$ cat src/rtl/mips_multicycle_control.sv
// Multicycle MIPS control unit: a state machine with a bounded memory-wait counter and sticky trap flags.
// Each state decodes its own datapath controls. Illegal opcodes and memory timeouts lock the unit in TRAP until reset.
module mips_multicycle_control #(
  parameter int MEM_TIMEOUT = 16,
  parameter int ENABLE_JAL  = 1
) (
  input  logic       clk,
  input  logic       reset,
  input  logic [5:0] opcode,
  input  logic [5:0] funct,
  input  logic       zero,
  input  logic       mem_ready,
  output logic       pc_write,
  output logic       iord,
  output logic       mem_read,
  output logic       mem_write,
  output logic       ir_write,
  output logic       reg_write,
  output logic [1:0] regdst,
  output logic [1:0] memtoreg,
  output logic       alusrca,
  output logic [1:0] alusrcb,
  output logic [1:0] aluop,
  output logic [1:0] pcsrc,
  output logic [3:0] state,
  output logic       illegal,
  output logic       mem_timeout
);

  typedef enum logic [3:0] {
    S_FETCH  = 4'd0,
    S_DECODE = 4'd1,
    S_MEMADR = 4'd2,
    S_MEMRD  = 4'd3,
    S_MEMWB  = 4'd4,
    S_MEMWR  = 4'd5,
    S_EXEC   = 4'd6,
    S_ALUWB  = 4'd7,
    S_BRANCH = 4'd8,
    S_JUMP   = 4'd9,
    S_ADDIEX = 4'd10,
    S_ADDIWB = 4'd11,
    S_JR     = 4'd12,
    S_TRAP   = 4'd15
  } state_t;

  localparam logic [5:0] OP_RTYPE = 6'b000000;
  localparam logic [5:0] OP_J     = 6'b000010;
  localparam logic [5:0] OP_JAL   = 6'b000011;
  localparam logic [5:0] OP_BEQ   = 6'b000100;
  localparam logic [5:0] OP_ADDI  = 6'b001000;
  localparam logic [5:0] OP_LW    = 6'b100011;
  localparam logic [5:0] OP_SW    = 6'b101011;
  localparam logic [5:0] FN_JR    = 6'b001000;
  localparam logic [7:0] WAIT_LAST = 8'(MEM_TIMEOUT - 1);

  state_t     state_q, state_d;
  logic [7:0] wait_cnt;
  logic       wait_state;
  logic       wait_expired;
  logic       set_illegal;
  logic       set_timeout;

  // Memory handshake: mem_read/mem_write stay asserted for the whole access.
  // The access completes in the cycle mem_ready=1. After MEM_TIMEOUT cycles
  // without mem_ready, the access is abandoned and the unit traps.
  assign wait_state   = (state_q == S_FETCH) || (state_q == S_MEMRD) || (state_q == S_MEMWR);
  assign wait_expired = wait_state && !mem_ready && (wait_cnt == WAIT_LAST);
  assign state        = state_q;

  always_ff @(posedge clk) begin
    if (reset) begin
      state_q     <= S_FETCH;
      wait_cnt    <= 8'd0;
      illegal     <= 1'b0;
      mem_timeout <= 1'b0;
    end else begin
      state_q     <= state_d;
      illegal     <= illegal | set_illegal;
      mem_timeout <= mem_timeout | set_timeout;
      if (state_d != state_q)
        wait_cnt <= 8'd0;
      else if (wait_state && !mem_ready)
        wait_cnt <= wait_cnt + 8'd1;
    end
  end

  always_comb begin
    state_d     = state_q;
    set_illegal = 1'b0;
    set_timeout = 1'b0;
    pc_write    = 1'b0;
    iord        = 1'b0;
    mem_read    = 1'b0;
    mem_write   = 1'b0;
    ir_write    = 1'b0;
    reg_write   = 1'b0;
    regdst      = 2'd0;
    memtoreg    = 2'd0;
    alusrca     = 1'b0;
    alusrcb     = 2'd0;
    aluop       = 2'd0;
    pcsrc       = 2'd0;

    case (state_q)
      S_FETCH: begin
        mem_read = 1'b1;
        alusrcb  = 2'd1;
        if (mem_ready) begin
          ir_write = 1'b1;
          pc_write = 1'b1;
          state_d  = S_DECODE;
        end else if (wait_expired) begin
          state_d     = S_TRAP;
          set_timeout = 1'b1;
        end
      end
      S_DECODE: begin
        alusrcb = 2'd3;
        case (opcode)
          OP_LW, OP_SW: state_d = S_MEMADR;
          OP_RTYPE:     state_d = (funct == FN_JR) ? S_JR : S_EXEC;
          OP_BEQ:       state_d = S_BRANCH;
          OP_J:         state_d = S_JUMP;
          OP_JAL:       state_d = (ENABLE_JAL != 0) ? S_JUMP : S_TRAP;
          OP_ADDI:      state_d = S_ADDIEX;
          default:      state_d = S_TRAP;
        endcase
        set_illegal = (state_d == S_TRAP);
      end
      S_MEMADR: begin
        alusrca = 1'b1;
        alusrcb = 2'd2;
        state_d = (opcode == OP_LW) ? S_MEMRD : S_MEMWR;
      end
      S_MEMRD: begin
        mem_read = 1'b1;
        iord     = 1'b1;
        if (mem_ready) begin
          state_d = S_MEMWB;
        end else if (wait_expired) begin
          state_d     = S_TRAP;
          set_timeout = 1'b1;
        end
      end
      S_MEMWB: begin
        reg_write = 1'b1;
        memtoreg  = 2'd1;
        state_d   = S_FETCH;
      end
      S_MEMWR: begin
        mem_write = 1'b1;
        iord      = 1'b1;
        if (mem_ready) begin
          state_d = S_FETCH;
        end else if (wait_expired) begin
          state_d     = S_TRAP;
          set_timeout = 1'b1;
        end
      end
      S_EXEC: begin
        alusrca = 1'b1;
        aluop   = 2'd2;
        state_d = S_ALUWB;
      end
      S_ALUWB: begin
        reg_write = 1'b1;
        regdst    = 2'd1;
        state_d   = S_FETCH;
      end
      S_BRANCH: begin
        alusrca  = 1'b1;
        aluop    = 2'd1;
        pcsrc    = 2'd1;
        pc_write = zero;
        state_d  = S_FETCH;
      end
      S_JUMP: begin
        pcsrc    = 2'd2;
        pc_write = 1'b1;
        // PC already holds PC+4 here, so jal links it straight into $31.
        if (opcode == OP_JAL) begin
          reg_write = 1'b1;
          regdst    = 2'd2;
          memtoreg  = 2'd2;
        end
        state_d = S_FETCH;
      end
      S_ADDIEX: begin
        alusrca = 1'b1;
        alusrcb = 2'd2;
        state_d = S_ADDIWB;
      end
      S_ADDIWB: begin
        reg_write = 1'b1;
        state_d   = S_FETCH;
      end
      S_JR: begin
        pcsrc    = 2'd3;
        pc_write = 1'b1;
        state_d  = S_FETCH;
      end
      S_TRAP: state_d = S_TRAP;
      default: state_d = S_TRAP;
    endcase

    if (reset) begin
      pc_write  = 1'b0;
      mem_read  = 1'b0;
      mem_write = 1'b0;
      ir_write  = 1'b0;
      reg_write = 1'b0;
    end
  end

endmodule

$ cat config.mk
export PLATFORM = sky130hd
export DESIGN_NAME = mips_multicycle_control
export DESIGN_NICKNAME = d
export VERILOG_FILES = /design/src/rtl/mips_multicycle_control.sv
export SDC_FILE = /design/constraint.sdc
export NUM_CORES = 1
export LEC_CHECK = 0
export CAP_MARGIN = 25
export CELL_PAD_IN_SITES_DETAIL_PLACEMENT = 0
export CELL_PAD_IN_SITES_GLOBAL_PLACEMENT = 1
export CORE_AREA = 2 2 66 68
export DETAILED_ROUTE_END_ITERATION = 12
export DIE_AREA = 0 0 68 70
export PLACE_DENSITY_LB_ADDON = 0.1
export REMOVE_ABC_BUFFERS = 1
export SYNTH_ARGS = -nofsm -noshare
export SYNTH_HDL_FRONTEND = slang
export SYNTH_SLANG_ARGS = --single-unit
$ cat constraint.sdc
create_clock -name clk -period 3.7 [get_ports clk]
set_clock_uncertainty 0.2 [all_clocks]
set_input_delay 0.37 -clock clk [delete_from_list [all_inputs] [get_ports clk]]
set_output_delay 0.37 -clock clk [all_outputs]
set_load 0.02 [all_outputs]
# Word level (Yosys, flattened, before mapping)
# Index checks and enable logic that the tools add are counted.
# op_classes
n_addsub	1
eq_ne	22
n_mux	33
bitwise_logic	2
reduce_logical	18
# ops
operator	count
$pmux 4 s8	1
$eq 4x4->1 const B	6
$mux 4	6
$pmux 4 s5	1
$eq 4x3->1 const B	4
$mux 1	16
$reduce_or 2->1	7
$eq 6x2->1 const B	2
$eq 6x4->1 const B	2
$eq 6x6->1 const B	2
$pmux 2 s2	3
$pmux 2 s3	2
$add 8x1->8 const B	1
$eq 4x2->1 const B	2
$eq 8x4->1 const B	1
$eq 6x3->1 const B	1
$logic_not 6->1	1
$reduce_or 3->1	2
$reduce_or 6->1	1
$eq 4x1->1 const B	1
$logic_not 4->1	1
$ne 4x4->1	1
$reduce_or 4->1	1
$mux 3	1
7 further kinds	10
# totals
ff_bits	14
in_bits	16
out_inout_bits	23
wordCells	80

# Depth between registers and ports, before layout
# Gate-level depths: netlist of run 1.
# depth
word_depth	10
depth_mapped	8
mapped_depth_nobuf	7

# Worst setup path after synthesis of run 1
# Ideal clock, no wire load.
# synth_timing
path_type	flip-flop to output port
startpoint	register state_q[2] (netlist: state[2])
endpoint	output port reg_write
arrival_ns	2.134
slack_ns	0.996
stages_incl_launch_ff	7
path_buffers	2
path_cell_list	dfxtp_1 -> buf_4 -> clkbuf_1 -> nand2_1 -> nor3_1 -> nor3_1 -> nor2_1
# synth_via
elab_chain_len	4
elab_cells_between_ends	7
# synth_lines
element	line_no	source
from (decl)	57	state_t state_q, state_d;
from (signal assigned)	78	state_q <= state_d;
$eq 4x4->1 or $eq 4x3->1 (tied branches)	105	case (state_q)
$reduce_or 3->1 (no line)	-	
$pmux 1 s2 *	105	
$mux 1 *	207	if (reset) begin
to (decl)	18	output logic reg_write,
# Mark *: on every way between the ends. The rest lies on a longest branch, timed or not.

# Worst setup path after layout of run 1
# layout_timing
startpoint	register state_q[0] (netlist: state[0])
endpoint	output port reg_write
# The elaborated chain is that of the path after synthesis.

==> flow_summary.yaml, run 1 <==
outcome:
  run_status: "finished clean"
cells_and_area:
  num-fill-cells: 413
  antenna_cells: 0
  fin_cells: 280
  drive_gt1_frac: 0.0921
  finalNetCount: 246
  synthToLayoutAreaGrowth_pct: 33.2
die:
  die_area_mm2: 0.00476
  initial_core_util: 0.344
  std_cell_rows: 24
  die_w_um: 68
  die_h_um: 70
  num_io_pins: 39
  core_mm2: 0.00414
timing:
  setup_tns_ns: 0
  setup_ws_ns: 0.669
  fin_crit_ns: 3.03
  fmax_mhz: 330
  rsz0062_at_grt: "false"
  relSlewSlack: 0.436
  hold_violations: 0
  hold_slack_ns: 0.271
  fin_crit_sh: 0.819
  tightest_slew_ns: 0.844
  setup_viol: 0
  final_max_slew_viol_count: 0
synth:
  ys_types: 59
  synth_top_cell_by_area: "dfxtp_1"
  avgSynthCellArea_um2: 7.35
  syn_inst: 194
  synth_seq_area_share: 0.196
  async_flop_share: 0
  synth_commonest_cells: "nor2_1 (28), nor3_1 (17), nand2_1 (16), dfxtp_1 (14), a21oi_1 (11)"
  ys_ff_latch: 14
  synth.most_common_cell: "nor2_1"
  synth_enable_flop_cells: 0
  synth_area_leaders: "dfxtp_1 (20%), nor2_1 (7.4%), nor3_1 (6.0%), xnor2_1 (4.9%), or4_1 (4.7%)"
  synth_top_cell_area_share: 0.196
  ys_warn_count: 0
  synth_area_mm2: 0.00143
  dominantRegCellSynth: "dfxtp_1"
critical_path:
  end_kind: "output pin"
  cp_max_fo: 24
  cp.arrival_ns: 2.46
  worstPathRequired_ns: 3.13
  start_kind: "register"
  worstSetupPathType: "register to output pin"
grt:
  groute.usage.overall: 0.190
  antenna_found_initial: 0
  grt_pass1_vias: 1554
  grt_max_degree: 25
  grt.overflow.total: 0
  grt_pass1_wl_um: 7260
clock_tree:
  clockBufferDepth: 2
  cts_sinks: 14
  clk_pin_slew_ns: 0.06
  cts_tree: "yes"
  cts_resized: 0
  cts_buffers: 3
  cts-hold-fix-buffers: 0
  h-tree-depth: 1
  post-cts-setup-buffers: 0
  clk_latency_ns: 0.24
  cts_root_buf: "clkbuf_8"
worst_hold_path:
  min_path_type: "register to register"
detailed_routing:
  wl_per_cell_um: 15.2
  vias_per_cell: 5.55
  drt_wl_total_um: 4270
  dr.pass1.iters: 4
  num_vias: 1555
  route.detailed.drc: 0
  final_antenna_net_count: 0
  drt_iter0_markers: 102
pwr:
  leakagePower_nw: 0.632
  ir_worst_vdd_mv: 0.243
  p_per_area_mw_per_mm2: 601
  p_total_w: 0.00114
placed_design:
  dp_hpwl_um: 3270
  gp_congestion: 0.820
  io_buffers: 38
  place_inst: 276
  post-place-ws_ns: 0.724
job:
  max_cap_viol_count: 0
routing by layer:
layer,GRT usage,vias up,part of all wire
met5,0,-,0
met4,0.0533,0,0.013
met3,0.0225,4,0.030
met2,0.328,44,0.51
met1,0.244,720,0.44
li1,-,787,-
power by group:
| group | internal [W] | leakage [nW] | switching, W |
|---|---|---|---|
| sequential | 0.000173 | 0.114 | 0.0000642 |
| clock | 0.0000941 | 0.0288 | 0.0000523 |
| combinational | 0.000329 | 0.490 | 0.000428 |
state kept, by name, summed over array words and instances, names as in the netlist:
signal / count
illegal: 1
mem_timeout: 1
state: 4
wait_cnt: 8
cell type report:
cell class | count | area, um^2 | area share
Multi-Input combinational cell | 162 | 1070 | 0.561
Timing Repair Buffer | 42 | 410 | 0.216
Sequential cell | 14 | 280 | 0.148
Tap cell | 52 | 65.1 | 0.0343
Clock buffer | 4 | 55.1 | 0.0290
Inverter | 6 | 22.5 | 0.0119
cells in the final DEF, fill, tap and decap left out, types with 3 or more instances in the layout:
cell | netlist | final
a211oi_1 | 6 | 6
a21o_1 | 3 | 3
a21oi_1 | 11 | 11
a31oi_1 | 5 | 5
and3_1 | 3 | 3
buf_4 | 1 | 4
clkbuf_8 | 0 | 4
clkdlybuf4s50_1 | 0 | 38
dfxtp_1 | 14 | 14
inv_1 | 5 | 5
nand2_1 | 16 | 16
nand2b_1 | 4 | 4
nand3_1 | 5 | 5
nor2_1 | 28 | 28
nor3_1 | 17 | 17
o21ai_0 | 3 | 3
or4_1 | 9 | 9
xnor2_1 | 8 | 8
metrics by stage:
stage	instance area (um^2)	utilization
finish	1900	0.458
global route	1900	0.458
CTS	1900	0.458
detailed placement	1840	0.445
global placement	1840	0.445
floorplan	1370	-
path summary, 6_finish.rpt:
kind | slack [ns] | cells past startpoint | endpoint | start
setup reg to reg | 0.78 | 6 | wait_cnt[0] | state[0]
setup / recovery | 0.67 | 6 | reg_write | state[0]
hold / removal | 0.27 | 2 | mem_timeout | mem_timeout
hold reg to reg | 0.27 | 2 | mem_timeout | mem_timeout
critical path: stages, from the launching register on:
cell and delay (ns):
dfxtp_1 0.87, and2b_1 0.27, nand2_1 0.07, nor3_1 0.20, nor3_1 0.09, nor2_1 0.09
clkdlybuf4s50_1 0.62
cells by family (layout without fill, tap and decap cells):
| logic type | Yosys count | after routing | share of synthesized area |
|---|---|---|---|
| compound gates | 47 | 47 | 0.269 |
| xor+xnor | 10 | 10 | 0.0667 |
| fa+ha+maj | 1 | 1 | 0.00877 |
| buf+inv | 18 | 52 | 0.0561 |
| flops | 14 | 14 | 0.196 |
| mux | 2 | 2 | 0.0140 |
| simple gates | 102 | 102 | 0.389 |
(Power assumes the default switching activity.)
==> run 2: changes to the inputs <==
CORE_AREA = 2 2 71 73   (was 2 2 66 68)
DIE_AREA = 0 0 73 75   (was 0 0 68 70)
clock period = 2.75 ns   (was 3.7 ns; I/O delays follow)
==> run 2 against run 1 <==
- die area grew 15%
- sequential power rose by 29%
- critical endpoint is now wait_cnt[0]
- worst setup slack worse by 0.49 ns
==> flow_summary.yaml, run 2 (synthesis gave the netlist of run 1 again) <==
detailed_routing:
  drt_wl_total_um: 4750
  drt_iter0_markers: 107
  route.detailed.drc: 0
  wl_per_cell_um: 16.1
  final_antenna_net_count: 0
  num_vias: 1658
  vias_per_cell: 5.60
  dr.pass1.iters: 4
pwr:
  p_int_w: 0.000856
  p_per_area_mw_per_mm2: 805
  combinationalPowerShare: 0.688
  clock_power_share: 0.125
  p_total_w: 0.00163
  leakagePower_nw: 0.739
  ir_worst_vdd_mv: 0.318
  power_frac_seq: 0.187
  p_switching_w: 0.000775
  p_sw_frac: 0.475
grt:
  grt_pass1_vias: 1545
  grt_max_degree: 14
  grt_pass1_wl_um: 7800
  groute.usage.overall: 0.182
  grt.overflow.total: 0
  antenna_found_initial: 0
clock_tree:
  clk_latency_ns: 0.25
  clockBufferDepth: 2
  cts_sinks: 14
  h-tree-depth: 1
  cts-hold-fix-buffers: 0
  cts_buffers: 3
  clk_pin_slew_ns: 0.06
  cts_root_buf: "clkbuf_8"
  cts_tree: "yes"
timing:
  setup_viol: 0
  fmax_mhz: 389
  relSlewSlack: 0.626
  hold_slack_ns: 0.281
  final_max_slew_viol_count: 0
  fin_crit_sh: 0.934
  fin_crit_ns: 2.57
  tightest_slew_ns: 0.545
  rsz0062_at_grt: "false"
  hold_violations: 0
die:
  die_h_um: 75
  core_mm2: 0.00466
  die_w_um: 73
  std_cell_rows: 25
  initial_core_util: 0.306
  die_area_mm2: 0.00548
  num_io_pins: 39
placed_design:
  gp_congestion: 0.818
  dp_hpwl_um: 3700
  io_buffers: 38
critical_path:
  rr_worst_depth: 8
  regToRegStartpoint: "state[2]"
  worstSetupPathType: "input port to register"
  cp.arrival_ns: 2.55
  start_kind: "input port"
  r2r_end: "wait_cnt[0]"
  cp_max_fo: 8
  end_kind: "register"
  worstPathRequired_ns: 2.74
  r2r_slack_ns: 0.26
cells_and_area:
  drive_gt1_frac: 0.165
  synthToLayoutAreaGrowth_pct: 42.0
  layout_common_cells: "clkdlybuf4s50_1 (36), nor2_1 (28), buf_4 (18)"
  num-fill-cells: 492
  post-route-util: 0.435
  finalNetCount: 260
  largest_register_ffs: 8
  regMostFlops: "wait_cnt"
  final_common_cell: "clkdlybuf4s50_1"
  antenna_cells: 0
worst_hold_path:
  whs_endpoint: "illegal"
  whs_path_depth: 2
  min_path_type: "register to register"
  min_from: "illegal"
job:
  max_cap_viol_count: 0
outcome:
  run_status: "finished clean"
## run 2: cell types whose count changed in the layout (fill, tap and decap cells not counted), sizes merged
| cell | delta |
|---|---|
| buf | +14 |
| clkdlybuf4s50 | -2 |
| dlymetal6s2s | +2 |
## run 2: how the worst max path moves through the flow
| stage | startpoint | cells past startpoint | endpoint | slack [ns] |
|---|---|---|---|---|
| 3_5_place_dp | opcode[5] | 7 | wait_cnt[0] | -0.06 |
| 4_1_cts | state[2] | 7 | pc_write | 0.04 |
| 2_1_floorplan | state[3] | 4 | pc_write | 0.11 |
| 6_report | opcode[5] | 7 | wait_cnt[0] | 0.18 |
| 5_1_grt | opcode[5] | 7 | wait_cnt[0] | 0.08 |
| 3_3_place_gp | opcode[5] | 7 | wait_cnt[2] | 0.04 |
## run 2: layout make-up
| class | count | area, um^2 | share of cell area |
|---|---|---|---|
| clock buffer | 4 | 55.1 | 0.0272 |
| tap | 54 | 67.6 | 0.0334 |
| inverter | 6 | 22.5 | 0.0111 |
| timing repair buffer | 56 | 520 | 0.257 |
| sequential | 14 | 284 | 0.140 |
| multi-input combinational | 162 | 1080 | 0.531 |
## run 2: power groups by stage
stage / registers, W / clock network [W] / logic, W
floorplan: 0.000360 / 0 / 0.000597
CTS: 0.000300 / 0.000208 / 0.00112
finish: 0.000305 / 0.000204 / 0.00112
global route: 0.000314 / 0.000215 / 0.00120
detailed placement: 0.000303 / 0 / 0.00112
global placement: 0.000303 / 0 / 0.00111
## run 2: per-layer routing
layer	wire length [um]	GRT usage	share of wire	up-vias
met1	2260	0.243	0.48	792
met5	0	0	0	-
li1	-	-	-	823
met2	2300	0.312	0.48	38
met3	162	0.0268	0.034	5
met4	31	0.0370	0.0065	0
## run 2: stage by stage
stage | instance area (um^2) | worst slack [ns] | setup TNS [ns] | instances
2_1_floorplan | 1370 | 0.112 | 0 | 182
3_3_place_gp | 1950 | 0.0431 | 0 | 292
3_5_place_dp | 1950 | -0.0650 | -0.291 | 292
4_1_cts | 2010 | 0.0411 | 0 | 296
5_1_grt | 2030 | 0.0798 | 0 | 296
6_report | 2030 | 0.181 | 0 | 296
## run 2: repair_timing
item	in CTS	in global routing
setup endpoints to repair	1	4
setup buffers	0	0
resized for setup	1	6
## run 2: worst max-delay path, stage by stage
cell and delay, ns:
clkdlybuf4s50_1 0.52, or3_2 0.50, nor2_1 0.21, o311ai_4 0.13
mux2i_1 0.26, or4_1 0.56, nor2_1 0.10
